===== src/rtl/camera_capture_core.sv =====
// camera_capture_core: DVP byte-to-pixel capture with frame/line tracking; define CAMCAP_SHORT_LINE_EN to build the short-line check
module camera_capture_core #(
  parameter int BYTES_PER_PIX  = 2,
  parameter int MAX_LINE_BYTES = 1568,
  parameter int X_W            = 11,
  parameter int Y_W            = 10,
  parameter int BCNT_W         = 12
) (
  input  logic                       PCLK,
  input  logic                       reset,
  input  logic                       cap_en,
  input  logic                       CamVsync,
  input  logic                       CamHsync,
  input  logic [7:0]                 CamData_in,
  output logic [8*BYTES_PER_PIX-1:0] pix_data,
  output logic                       pix_valid,
  output logic                       pix_sof,
  output logic [X_W-1:0]             pix_x,
  output logic [Y_W-1:0]             pix_y,
  output logic                       line_end,
  output logic                       frame_done,
  output logic [Y_W-1:0]             frame_lines,
  output logic                       line_ovf,
  output logic                       short_line_err
);
  localparam int PW = 8 * BYTES_PER_PIX;
  localparam logic [BCNT_W-1:0] MAXB = BCNT_W'(MAX_LINE_BYTES);
  localparam logic [1:0] LASTP = 2'(BYTES_PER_PIX - 1);
  typedef enum logic [1:0] {S_IDLE, S_VBLANK, S_ACTIVE} state_t;
  state_t st, ns;
  logic vs_q, hs_q, vs_p, hs_p;
  logic [7:0] d_q;
  logic [PW-1:0] pack, pack_nxt;
  logic [BCNT_W-1:0] bcnt;
  logic [1:0] phase;
  logic [X_W-1:0] x_cnt;
  logic [Y_W-1:0] line_cnt, line_inc, line_nxt;
  logic sof_pend;
  logic vs_rise, vs_fall, hs_fall, act, take, keep, emit, line_evt, frame_evt, start;
  always_ff @(posedge PCLK)
    st <= reset ? S_IDLE : ns;
  always_comb begin
    ns = st;
    ns = st == S_IDLE   ? (vs_q ? S_VBLANK : S_IDLE) :
         st == S_VBLANK ? (vs_fall ? (cap_en ? S_ACTIVE : S_IDLE) : S_VBLANK) :
                          (vs_rise ? S_VBLANK : S_ACTIVE);
  end
  always_comb begin
    vs_rise   = vs_q & ~vs_p;
    vs_fall   = ~vs_q & vs_p;
    hs_fall   = ~hs_q & hs_p;
    act       = st == S_ACTIVE;
    take      = act & hs_q;
    keep      = take & (bcnt < MAXB);
    emit      = keep & (phase == LASTP);
    line_evt  = act & hs_fall;
    frame_evt = act & vs_rise;
    start     = (st == S_VBLANK) & vs_fall & cap_en;
    pack_nxt  = PW'({pack, d_q});
    line_inc  = &line_cnt ? line_cnt : line_cnt + 1'b1;
    line_nxt  = line_evt ? line_inc : line_cnt;
  end
  always_ff @(posedge PCLK) begin
    if (reset) begin
      {vs_q, hs_q, vs_p, hs_p, d_q} <= '0;
      {pack, bcnt, phase, x_cnt, line_cnt, sof_pend} <= '0;
      {pix_data, pix_valid, pix_sof, pix_x, pix_y} <= '0;
      {line_end, frame_done, frame_lines, line_ovf} <= '0;
    end else begin
      vs_q       <= CamVsync;
      hs_q       <= CamHsync;
      d_q        <= CamData_in;
      vs_p       <= vs_q;
      hs_p       <= hs_q;
      pix_valid  <= emit;
      pix_sof    <= emit & sof_pend;
      line_end   <= line_evt;
      frame_done <= frame_evt;
      if (emit) begin
        pix_data <= pack_nxt;
        pix_x    <= x_cnt;
        pix_y    <= line_cnt;
        sof_pend <= 1'b0;
        x_cnt    <= x_cnt + 1'b1;
      end
      if (keep) begin
        pack  <= pack_nxt;
        bcnt  <= bcnt + 1'b1;
        phase <= emit ? 2'd0 : phase + 2'd1;
      end
      if (take & ~keep)
        line_ovf <= 1'b1;
      if (line_evt) begin
        bcnt     <= '0;
        phase    <= '0;
        x_cnt    <= '0;
        line_cnt <= line_inc;
      end
      if (frame_evt)
        frame_lines <= line_nxt;
      if (start) begin
        bcnt     <= '0;
        phase    <= '0;
        x_cnt    <= '0;
        line_cnt <= '0;
        line_ovf <= 1'b0;
        sof_pend <= 1'b1;
      end
    end
  end
`ifdef CAMCAP_SHORT_LINE_EN
  logic [X_W-1:0] first_px;
  always_ff @(posedge PCLK) begin
    if (reset) begin
      first_px       <= '0;
      short_line_err <= 1'b0;
    end else if (start) begin
      short_line_err <= 1'b0;
    end else if (line_evt) begin
      if (line_cnt == '0)
        first_px <= x_cnt;
      else if (x_cnt != first_px)
        short_line_err <= 1'b1;
    end
  end
`else
  assign short_line_err = 1'b0;
`endif
endmodule


===== config.mk =====
export PLATFORM = sky130hd
export DESIGN_NAME = camera_capture_core
export DESIGN_NICKNAME = d
export VERILOG_FILES = /design/src/rtl/camera_capture_core.sv
export SDC_FILE = /design/constraint.sdc
export NUM_CORES = 1
export LEC_CHECK = 0
export CORE_MARGIN = 1.5
export CORE_UTILIZATION = 40
export CTS_BUF_LIST = sky130_fd_sc_hd__clkbuf_4 sky130_fd_sc_hd__clkbuf_8
export DETAILED_ROUTE_END_ITERATION = 10
export SLEW_MARGIN = 20
export SYNTH_ARGS = -nofsm -noshare
export SYNTH_HDL_FRONTEND = slang
export SYNTH_SLANG_ARGS = --single-unit

===== constraint.sdc =====
create_clock -name PCLK -period 1.95 [get_ports PCLK]
set_input_delay 0.2925 -clock PCLK [delete_from_list [all_inputs] [get_ports PCLK]]
set_output_delay 0.2925 -clock PCLK [all_outputs]
set_load 0.05 [all_outputs]

==> results of run 1 <==
-- worst min-delay path by stage --
stage / cells past startpoint / end / slack [ns] / start
floorplan: 1 / d_q[0] / 0.42 / CamData_in[0]
global placement: 2 / phase[1] / 0.44 / phase[1]
detailed placement: 2 / phase[1] / 0.44 / phase[1]
CTS: 3 / st[1] / 0.40 / reset
global route: 3 / hs_q / 0.40 / reset
finish: 3 / st[1] / 0.40 / reset
-- worst reg2reg max path, delay by kind of cell, from the launching register on --
| kind | cells | cell delay [ns] |
|---|---|---|
| buffers and inverters | 1 | 0.20 |
| and+or+nand+nor | 2 | 0.88 |
| AOI/OAI and AO/OA | 2 | 0.34 |
| DFF | 1 | 0.38 |
-- repair_timing --
item                                    4_1_cts  5_1_grt
endpoints found under the setup margin        0        5
gates resized for setup                       0        8
buffers inserted                              0        1
-- sequential cells by signal, summed over array words and instances, names as in the netlist, 8 cells and up --
name         count
pix_data        16
x_cnt           11
pix_y           10
d_q              8
bcnt            12
frame_lines     10
pix_x           11
line_cnt        10
pack             8
-- kinds of logic (layout without fill, tap and decap cells) --
kind of cell,Yosys count,count (layout),share of synthesized area
other,1,1,0.0008883
AO/OA/AOI/OAI,120,120,0.1701
AND/OR/NAND/NOR,211,211,0.2413
XOR/XNOR,8,8,0.01660
flip-flops,110,110,0.5216
buffers and inverters,38,113,0.03527
multiplexers,1,1,0.002371
adder cells (fa/ha/maj),4,4,0.01186
-- layout make-up --
class | count | share of cell area
Tap cell | 136 | 0.03179
Timing Repair Buffer | 89 | 0.1568
Clock inverter | 7 | 0.01660
Inverter | 8 | 0.005610
Clock buffer | 9 | 0.02314
Sequential cell | 110 | 0.4123
Multi-Input combinational cell | 345 | 0.3537
-- per-stage QoR --
step	hold slack (ns)	worst slack [ns]	power (µW)	instance area [µm²]
final	0.3962	0.09365	3826	5353
after global routing	0.4008	-0.007702	3961	5353
after CTS	0.4008	0.06401	3855	5306
after detailed placement	0.4422	-0.02336	2428	5094
after global placement	0.4378	0.006327	2428	5094
after floorplan	0.4207	0.2077	2379	4222
-- placed cells by master (no fill, tap or decap), types with 2 or more instances in the layout --
master and instances:
a211oi_1 4, clkbuf_8 9, or4_1 10, o41ai_1 2, o21a_1 2, and3_1 4
o2111ai_1 3, nand3_1 12, buf_4 23, dfxtp_1 108, nor2_1 19, or3_1 8
xor2_1 5, and2_1 3, inv_1 8, o21ai_0 14, nand2_1 115, and4_1 3
o311ai_1 3, o211a_1 2, a311oi_1 2, ha_1 4, nor4_1 2, nand4_1 3
o211ai_1 7, clkdlybuf4s50_1 63, xnor2_1 3, a21oi_1 68, nor2b_1 15, nor3_1 7
inv_6 2, o31ai_1 6
-- power by group through the flow --
stage / Clock [µW] / Combinational [µW] / Sequential [µW]
after floorplan: 0 / 57.4 / 2320
after global placement: 0 / 104 / 2320
after detailed placement: 0 / 104 / 2320
after CTS: 1480 / 104 / 2270
after global routing: 1570 / 113 / 2280
final: 1450 / 104 / 2270
-- per-layer routing --
layer,vias up,global-route usage,routed length (µm)
met1,1715,0.2370,4671
met2,63,0.2871,4624
met5,-,0,0
met3,12,0.03711,281
met4,0,0.05985,156
li1,1860,-,-
==> metrics, run 1 <==
Post-synth EDFFs 0; Worst-Skew Late Latency 0.37 ns; Initial Utilization 0.4108; total track usage 0.1780; gr ovfl total 0; crit-path max FO 6; CP max stage cell or4_1; Area contributors post-synth dfxtp_1, nand2_1, a21oi_1; Synth Flop Type dfxtp_1; reg2reg start bcnt[8]; synth unique cells 48; Die Ht 105.7 µm; Max-Cap Viols 0; number of global-route vias before repair 3346; DR iter-0 viols 132; Post-Syn Nets 510; synth warn 0; final worst path period share 0.9520; post-route ant nets 0; Cell Rows 37; Seq/Total Area, Yosys 0.5216; Register Area 2207 µm²; top-count cell post-synth nand2_1; Final nets 580; Post-Syn Area 4222 µm²; Reg clk slew, reported paths 0.11 ns; detailed-route wire length 9733 µm; final setup vio count 0; setup TNS 0 ns; crit path from bcnt[8]; die area 11180 µm²; Num CTS Buffers 9; Final Util 0.5208; Layout Skew 0.01296 ns; fill cell count 1020; DRT Pass-1 Iters 5; chip width 105.7 µm; Core Region 10280 µm²; sequential power share 0.594; worst vdd ir 0.0004061 V; # diodes 0; Max Transition Viols Final 0; gpl congestion 0.8218; area leader, netlist dfxtp_1; Worst-Margin Slew 0.5332 ns; CTS hold repair buffers 0; Final Non-Filler Cells 704; area delta synth->final 26.79%; footprint of the multi-input gates 1893 µm²; Power Dens Cells 714.7 nW/µm²; endpoint type of the worst setup path register; detailed-route DRC error count 0; vias 3650; top cell type's share of synthesized area 0.5216; Final Hold Fails 0; placed cells 686; Seq cells post-synth 110; cell count after synthesis 493; initial antenna violation count 0; TritonCTS clock tree done; delay of the slowest critical-path stage 0.49 ns; sw frac 0.2342; CP Depth 5; Synth Area per Inst 8.563 µm²; critical path class register to register; I/O pin cnt 66; Crit path max-delay family simple AND/OR/NAND/NOR gates; hold crit path type input port to register; worst r2r dst x_cnt[5]; relative slew slack 0.6353; largest net degree at the start of global routing 71; Startpoint Class register; required time of the worst setup path 2.25 ns; top cells by count, synth nand2_1, dfxtp_1, a21oi_1; layout cells sized above 1 0.08979; H-Tree Depth 3; Int Pwr 2930 µW; via density per instance 5.185; post-synthesis async set-or-reset flop share 0; Logic pwr share 0.027; CTS Buffer Depth 2; first-pass GRT wire length 16170 µm; CTS root buf clkbuf_8; HPWL Detailed 6641 µm; clock sinks 110; NetSw 895.9 µW; crit path time final 1.856 ns; Reg2Reg Setup Slack 0.09 ns; CP Data Arrival Time 2.16 ns; crit path to x_cnt[5]; WP buf/inv 1; PortBufs 64; critical-path cell list nor4_4 -> o211ai_1 -> buf_4 -> or4_1 -> a21oi_1; R2R depth 5; clock share of power 0.379; Fmax achieved 538.7 MHz; Lkg Pwr 0.001816 µW; drt wl/cell 13.83 µm; status finished clean
(Power assumes the default switching activity.)
==> run 2, diff against run 1 <==
--- a/config.mk
+++ b/config.mk
@@ -9,6 +9,7 @@
 export CORE_UTILIZATION = 40
 export CTS_BUF_LIST = sky130_fd_sc_hd__clkbuf_4 sky130_fd_sc_hd__clkbuf_8
 export DETAILED_ROUTE_END_ITERATION = 10
+export GPL_TIMING_DRIVEN = 0
 export SLEW_MARGIN = 20
 export SYNTH_ARGS = -nofsm -noshare
 export SYNTH_HDL_FRONTEND = slang
==> metrics, run 2 (synthesis gave the netlist of run 1 again) <==
global routing usage on met3 0.03525 (-0.001855); max FFs per register 16 (unchanged); critical path class register to register; Startpoint Class register; Die Ht 105.7 µm (unchanged); Hold Crit Depth 2 (-1); vias 3693 (+1.2%); largest net degree at the start of global routing 22 (-69%); final worst path period share 0.9780 (+0.02601); footprint of the multi-input gates 1932 µm² (+2.0%); layout cells sized above 1 0.08377 (-0.006019); chip width 105.7 µm (unchanged); detailed-route DRC error count 0 (unchanged); H-Tree Depth 3 (unchanged); Core Region 10280 µm² (unchanged); Worst-Skew Late Latency 0.38 ns (about the same); Fmax achieved 524.4 MHz (-2.7%); Final Non-Filler Cells 709 (+0.71%); DP Area 5022 µm² (-1.4%); crit path time final 1.907 ns (+0.05071 ns); commonest cells after routing, fill and taps aside nand2_1, dfxtp_1, a21oi_1; CTS root buf clkbuf_8; DR iter-0 viols 164 (+24%); delay of the slowest critical-path stage 0.62 ns (+0.13 ns); post-route ant nets 0 (unchanged); RSZ-0062 raised after global routing yes; commonest non-fill, non-tap cell in the layout nand2_1; fill cell count 1008 (-1.2%); critical-path cell list nand4bb_2 -> or4_4 -> o311ai_1 -> a21oi_1; CTS hold repair buffers 0 (unchanged); DRT Pass-1 Iters 4 (-1); via density per instance 5.209 (+0.46%); Lkg Pwr 0.001762 µW (-3.0%); area delta synth->final 25.90%; die area 11180 µm² (unchanged); HPWL Detailed 7455 µm (+12%); Final nets 585 (+0.86%); drt wl/cell 14.77 µm (+6.8%); # diodes 0 (unchanged); Max-Cap Viols 0 (unchanged); required time of the worst setup path 2.19 ns (-0.06 ns); CTS Buffer Depth 2 (unchanged); Layout Skew 0.01676 ns (+0.003802 ns); Power Dens Cells 705.2 nW/µm² (-1.3%); detailed-route wire length 10470 µm (+7.6%); R2R depth 4 (-1); crit-path max FO 7 (+1); status finished clean; post-route setup slack 0.04294 ns (-0.05071 ns); endpoint type of the worst setup path register; placed cells 692 (+0.87%); initial antenna violation count 0 (unchanged); first-pass GRT wire length 17130 µm (+5.9%); hold crit path type input port to register; GRT met1 Usage 0.2545 (+0.01749); total track usage 0.1911 (+0.01310); Final Util 0.5172 (-0.003652); clock sinks 110 (unchanged); Register Area 2206 µm² (about the same); CP Data Arrival Time 2.15 ns (about the same); Num CTS Buffers 9 (unchanged); met2 usage 0.3214 (+0.03432); Final Hold Fails 0 (unchanged); Initial Utilization 0.4108 (unchanged); Reg clk slew, reported paths 0.12 ns (about the same); worst vdd ir 0.0004779 V (+18%); Cell Rows 37 (unchanged); number of global-route vias before repair 3498 (+4.5%); GR peak layer met2; DP Worst Slack -0.5594 ns (-0.5361 ns); Reg with most FFs pix_data; relative slew slack 0.5378 (-0.09754); I/O pin cnt 66 (unchanged); Max Transition Viols Final 0 (unchanged); CP max stage cell or4_4; Worst-Margin Slew 0.6933 ns (+0.1601 ns); PortBufs 63 (-1.6%); gpl congestion 0.8137 (-0.99%); top flop regs pix_data: 16 flops, bcnt: 12 flops; TritonCTS clock tree done; gr ovfl total 0 (unchanged); final setup vio count 0 (unchanged); setup TNS 0 ns (unchanged); post-route design area 5315 µm² (-0.70%)
[run 2: changes by cell type in the layout (fill, tap and decap cells not counted), sizes merged]
cell,previous run,this run
clkdlybuf4s15,1,0
clkinvlp,0,1
bufinv,1,0
clkbuf,9,31
inv,11,13
clkinv,3,1
buf,25,9
[run 2: final cells by class]
type,instances,area share
clock buffer,9,0.02331
buffer,29,0.02589
tap,136,0.03202
clock inverter,7,0.01318
sequential,110,0.4150
timing repair buffer,65,0.1215
inverter,8,0.005650
multi-input combinational,345,0.3635
[run 2: what timing repair did]
item	in CTS	in global routing
setup buffers	0	2
pin swaps	1	2
setup endpoints to repair	58	76
gates resized for setup	7	30
[run 2: worst max-delay path, delay by kind of cell, from the launching register on]
| kind | cells | cell delay [ns] |
|---|---|---|
| compound gates | 2 | 0.45 |
| flops | 1 | 0.34 |
| simple gates | 2 | 1.00 |
[run 2: worst paths after layout]
kind / startpoint / slack, ns / to
max reg2reg: hs_q / 0.04 / frame_lines[7]
max: hs_q / 0.04 / frame_lines[7]
min: CamData_in[3] / 0.46 / d_q[3]
min reg2reg: d_q[0] / 0.46 / pack[0]
[run 2: power breakdown]
part,switching (µW),internal [µW],leakage [µW],total (µW)
clock network,859,509,0.0000977,1370
registers,12.4,2260,0.000890,2270
logic,64.4,42.6,0.000774,107
total,935,2810,0.00176,3750
[run 2: per-stage QoR]
stage	hold slack [ns]	power, µW
floorplan	0.4207	2379
finish	0.4584	3748
CTS	0.4516	3780
global placement	0.4388	2430
detailed placement	0.4489	2431
global route	0.4506	3885
[run 2: metal layers]
metal / vias up / wire [µm] / share of wire
met1: 1752 / 4926 / 0.47
li1: 1873 / - / -
met5: - / 0 / 0
met4: 0 / 69 / 0.0066
met2: 63 / 5058 / 0.48
met3: 5 / 417 / 0.040
==> edit 1 (flow settings as in run 1) <==
Add a define of `CAMCAP_SHORT_LINE_EN`.
--- a/src/rtl/camera_capture_core.sv
+++ b/src/rtl/camera_capture_core.sv
@@ -1,2 +1,4 @@
 // camera_capture_core: DVP byte-to-pixel capture with frame/line tracking; define CAMCAP_SHORT_LINE_EN to build the short-line check
+`define CAMCAP_SHORT_LINE_EN
+
 module camera_capture_core #(
Behaviour: not the same (a bounded check fails within 10 cycles, from zero or initial values and one cycle with reset high).
==> edit 1 against run 1 <==
- cell area up 15%
- global-route usage is 1.5 points higher
- sequential cell count is 12 higher
- total power grew 28%
- setup slack got worse by 45 ps
- area after synthesis is 15% higher
- register-to-register slack gained 50 ps
- wire length is 20% higher
- critical path depth fell by 4
- sequential share of layout area decreased by 1.6 points
- critical path type is now flop to output pin
==> edit 1: results (changes against run 1) <==
| Metric | Value |
|---|---|
| Slowest stage cell, crit path | `clkdlybuf4s50_1` |
| Syn_nets | `579 (+14%)` |
| Post-synthesis sequential area ratio | `50.4% (-1.7 points)` |
| Launch point of the worst reg-to-reg path | `line_cnt[0]$_SDFF_PP0_` |
| Pin count of the biggest net entering global routing | `51 (-28%)` |
| Post-synth top cells | `dfxtp_1, nand2_1, a21oi_1` |
| Distinct cells, synth | `50 (+4.2%)` |
| Clk_lat worst skew | `440 ps (+70 ps)` |
| First-pass GRT wire length | `19.7 mm (+22%)` |
| Crit path max-delay family | `buffers and inverters` |
| Leakage | `2.24 nW (+23%)` |
| CTS clock-pin slew for the worst setup and hold paths | `70 ps (-40 ps)` |
| Slew HR | `64.7% (+1.2 points)` |
| PortBufs | `65 (+1.6%)` |
| CP max FO | `2 (-4)` |
| Adder-cell share of the synthesized area | `1.29% (+0.11 points)` |
| Portion of netlist area occupied by mux cells | `2.48% (+2.2 points)` |
| 1st-pass router iterations | `4 (-1)` |
| Complex-gate fraction of the synthesized area | `15.6% (-1.4 points)` |
| Drt initial violations | `210 (+59%)` |
| Synth Area in XOR/XNOR | `2.89% (+1.2 points)` |
| Setup Skew | `12.0 ps (-0.998 ps)` |
| Drt via density | `5.28 (+1.8%)` |
| CP peak stage delay | `820 ps (+330 ps)` |
| Top cells by area, synth | `dfxtp_1, nand2_1, a21oi_1, xnor2_1, mux2i_1` |
| Layout Nets | `651 (+12%)` |
| Peak VDD IR | `0.558 mV (+37%)` |
| H-Tree Level Count | `4 (+1)` |
| CP startpoint | `pix_y[3]$_SDFFE_PP0P_` |
| Outcome | `completed` |
| HPWL after DPL | `7.93 mm (+19%)` |
## edit 1: changes by cell type in the layout (fill, tap and decap cells not counted), moves of 5 or more
cell                   run 1  this run
xnor2_1                    3        15
nor2_1                    19        29
mux2i_1                    1        12
nand4_1                    3         8
dfxtp_1                  108       121
or3_1                      8        15
clkbuf_8                   9        21
a21oi_1                   68        75
dlymetal6s2s_1             0         5
or4_1                     10         5
## edit 1: timing repair
item / 4_1_cts / 5_1_grt
setup endpoints to repair: 0 / 18
hold buffers: 0 / 0
hold endpoints to repair: 0 / 0
resized for setup: 0 / 9
buffers inserted: 0 / 2
## edit 1: cell type report
class	count	share of cell area [%]
well taps	147	2.98
flip-flops and latches	122	39.6
clock buffers	21	4.69
clock inverters	10	1.89
repair buffers	90	14.1
multi-input cells	391	36.0
inverters	11	0.669
## edit 1: worst paths after layout
check / to / slack [ps]
setup / recovery: pix_y[3] / 50
hold / removal: frame_lines[7]$_SDFFE_PP0P_ / 290
setup reg to reg: frame_lines[5]$_SDFFE_PP0P_ / 140
hold reg to reg: pack[5]$_SDFFE_PP0P_ / 450
## edit 1: layer usage
metal	vias up	part of all wire [%]	GRT usage, %
met2	71	47	30.2
met1	2004	48	25.6
met3	13	4.0	5.68
met4	0	1.2	6.58
li1	2093	-	-
met5	-	0	0
## edit 1: report_power, final
group | switching (mW) | leakage (nW) | internal [mW]
Sequential | 0.0119 | 0.986 | 2.51
Combinational | 0.0574 | 1.05 | 0.0417
Clock | 1.01 | 0.204 | 1.27
## edit 1: stage by stage
stage	instance area [um^2]	worst slack, ps	instances	power (mW)	util, %
finish	6170	48.9	792	4.90	51.8
global route	6170	1.10	792	5.07	51.8
CTS	6130	6.91	790	4.96	51.4
detailed placement	5720	70.5	759	2.67	48.0
global placement	5720	154	759	2.67	48.0
floorplan	4840	285	561	2.63	-
==> edit 2 (flow settings as in run 1) <==
Made on the original files. Encoding of `state_t`: now one-hot (3 bits for 3 states).
--- a/src/rtl/camera_capture_core.sv
+++ b/src/rtl/camera_capture_core.sv
@@ -28,3 +28,3 @@
   localparam logic [1:0] LASTP = 2'(BYTES_PER_PIX - 1);
-  typedef enum logic [1:0] {S_IDLE, S_VBLANK, S_ACTIVE} state_t;
+  typedef enum logic [2:0] {S_IDLE = 3'b001, S_VBLANK = 3'b010, S_ACTIVE = 3'b100} state_t;
   state_t st, ns;
Behaviour: no difference found for any inputs over 10 cycles, from zero or initial values and one cycle with reset high; not proved beyond that.
==> edit 2 against run 1 <==
- global-route usage is 1.4 points higher
- via count up 5.7%
- critical path depth fell by 4
- non-clock buffer count increased by 5
- setup slack got worse by 21 ps
- cell area up 3.1%
- sequential cell count increased by 1
- wire length rose by 9.3%
- first-iteration DRC count is 6.8% higher
- combinational power grew 75%
- total power grew 1.3%
- area after synthesis is 4.1% higher
- clock power shrank 5%
- highest routed layer unchanged
==> edit 2: results (changes against run 1) <==
| Metric | Value |
|---|---|
| Leakage | `1.79 nW (-1.4%)` |
| Setup Viol. Count Final | `0 (unchanged)` |
| Top cells by area, synth | `dfxtp_1, nand2_1, a21oi_1, nor2_1, nor2b_1` |
| Register Area | `0.00222 mm^2 (+0.68%)` |
| Clk cell area share | `3.56% (-0.41 points)` |
| Distinct cells, synth | `55 (+15%)` |
| Worst EP arrival | `1580 ps (-580 ps)` |
| Clk_lat worst skew | `between 300 and 400 ps` |
| All-layer global routing usage | `19.2% (+1.4 points)` |
| Placer Congestion | `0.829 (+0.90%)` |
| Vias in the first global route | `3674 (+9.8%)` |
| Largest registers | `pix_data: 16 flops, bcnt: 12 flops` |
| First-pass GRT wire length | `17.7 mm (+9.7%)` |
| Slew HR | `64.2% (+0.63 points)` |
| Vias after detailed routing | `3858 (+5.7%)` |
| Non-Clock Inverter Count | `9 (+1)` |
| Outcome | `completed` |
| Slowest stage cell, crit path | `clkdlybuf4s50_1` |
| Buffers & Inverters on Critical Path | `1 (unchanged)` |
| Pin count of the biggest net entering global routing | `50 (-30%)` |
| Fillers | `1022 (+0.20%)` |
| Signal buf overhead | `15.6% (-0.084 points)` |
| PortBufs | `64 (unchanged)` |
| Hold crit path type | `input port to flop` |
| Crit path max-delay family | `buffers and inverters` |
| CP max FO | `2 (-4)` |
| CTS Sinks | `111 (+0.91%)` |
| Layout Nets | `603 (+4.0%)` |
| HPWL after DPL | `7.50 mm (+13%)` |
| Post-synthesis sequential area ratio | `50.6% (-1.6 points)` |
| Syn_nets | `526 (+3.1%)` |
| CP peak stage delay | `820 ps (+330 ps)` |
| Setup Skew | `18.5 ps (+5.58 ps)` |
| #MultiIn Comb | `361 (+4.6%)` |
| Sw Pwr | `1.00 mW (+12%)` |
| Post-synth top cells | `nand2_1, dfxtp_1, a21oi_1` |
| Area taken by multi-input logic gates | `0.00203 mm^2 (+7.2%)` |
| Ratio of cells with drive above 1 in the final layout | `9.81% (+0.84 points)` |
| Setup WS pre-CTS | `116 ps (+139 ps)` |
| Postcts setup bufs | `0 (unchanged)` |
| 1st-pass router iterations | `6 (+1)` |
| Clock tree buffer depth | `2 (unchanged)` |
| Drt initial violations | `141 (+6.8%)` |
| Count of non-CTS buffers in the layout | `94 (+5.6%)` |
| Peak VDD IR | `0.426 mV (+4.9%)` |
| Routed WL | `10.6 mm (+9.3%)` |
-- edit 2: per-layer routing --
layer  share of wire (%)  wire (um)  GRT usage, %
met5                   0          0             0
met3                 3.6        386          3.57
met1                  48       5060          25.8
met2                  47       5000          30.9
met4                 1.7        181          7.05
-- edit 2: worst paths after layout --
kind / startpoint / to / slack [ps] / cells after the start
hold / removal: reset / st[0]$_SDFF_PP1_ / 280 / 3
setup reg to reg: st[1]$_SDFF_PP0_ / frame_lines[8]$_SDFFE_PP0P_ / 90 / 4
setup / recovery: frame_lines[8]$_SDFFE_PP0P_ / frame_lines[8] / 70 / 1
hold reg to reg: sof_pend$_SDFFE_PP0P_ / sof_pend$_SDFFE_PP0P_ / 460 / 2
-- edit 2: timing repair --
| action | 4_1_cts | 5_1_grt |
|---|---|---|
| setup endpoints to repair | 0 | 1 |
| endpoints found under the hold margin | 0 | 0 |
| gates resized for setup | 0 | 1 |
-- edit 2: per-stage QoR --
step                cell area (um^2)  cells
floorplan                       4390    509
global placement                5320    715
global route                    5520    731
detailed placement              5320    715
CTS                             5510    731
finish                          5520    731
-- edit 2: power by group through the flow --
stage	Combinational, mW	Sequential [mW]	Clock [mW]
floorplan	0.101	2.37	0
global placement	0.180	2.36	0
detailed placement	0.183	2.36	0
CTS	0.184	2.31	1.42
global route	0.197	2.31	1.52
finish	0.182	2.31	1.38
-- edit 2: logic make-up after synthesis --
family                   share of synthesized area (%)
adder cells (fa/ha/maj)                           1.14
buffers and inverters                             3.53
multiplexers                                     0.228
AO/OA/AOI/OAI                                     17.5
other                                           0.0853
XOR/XNOR                                         0.797
AND/OR/NAND/NOR                                   26.2
flip-flops                                        50.6
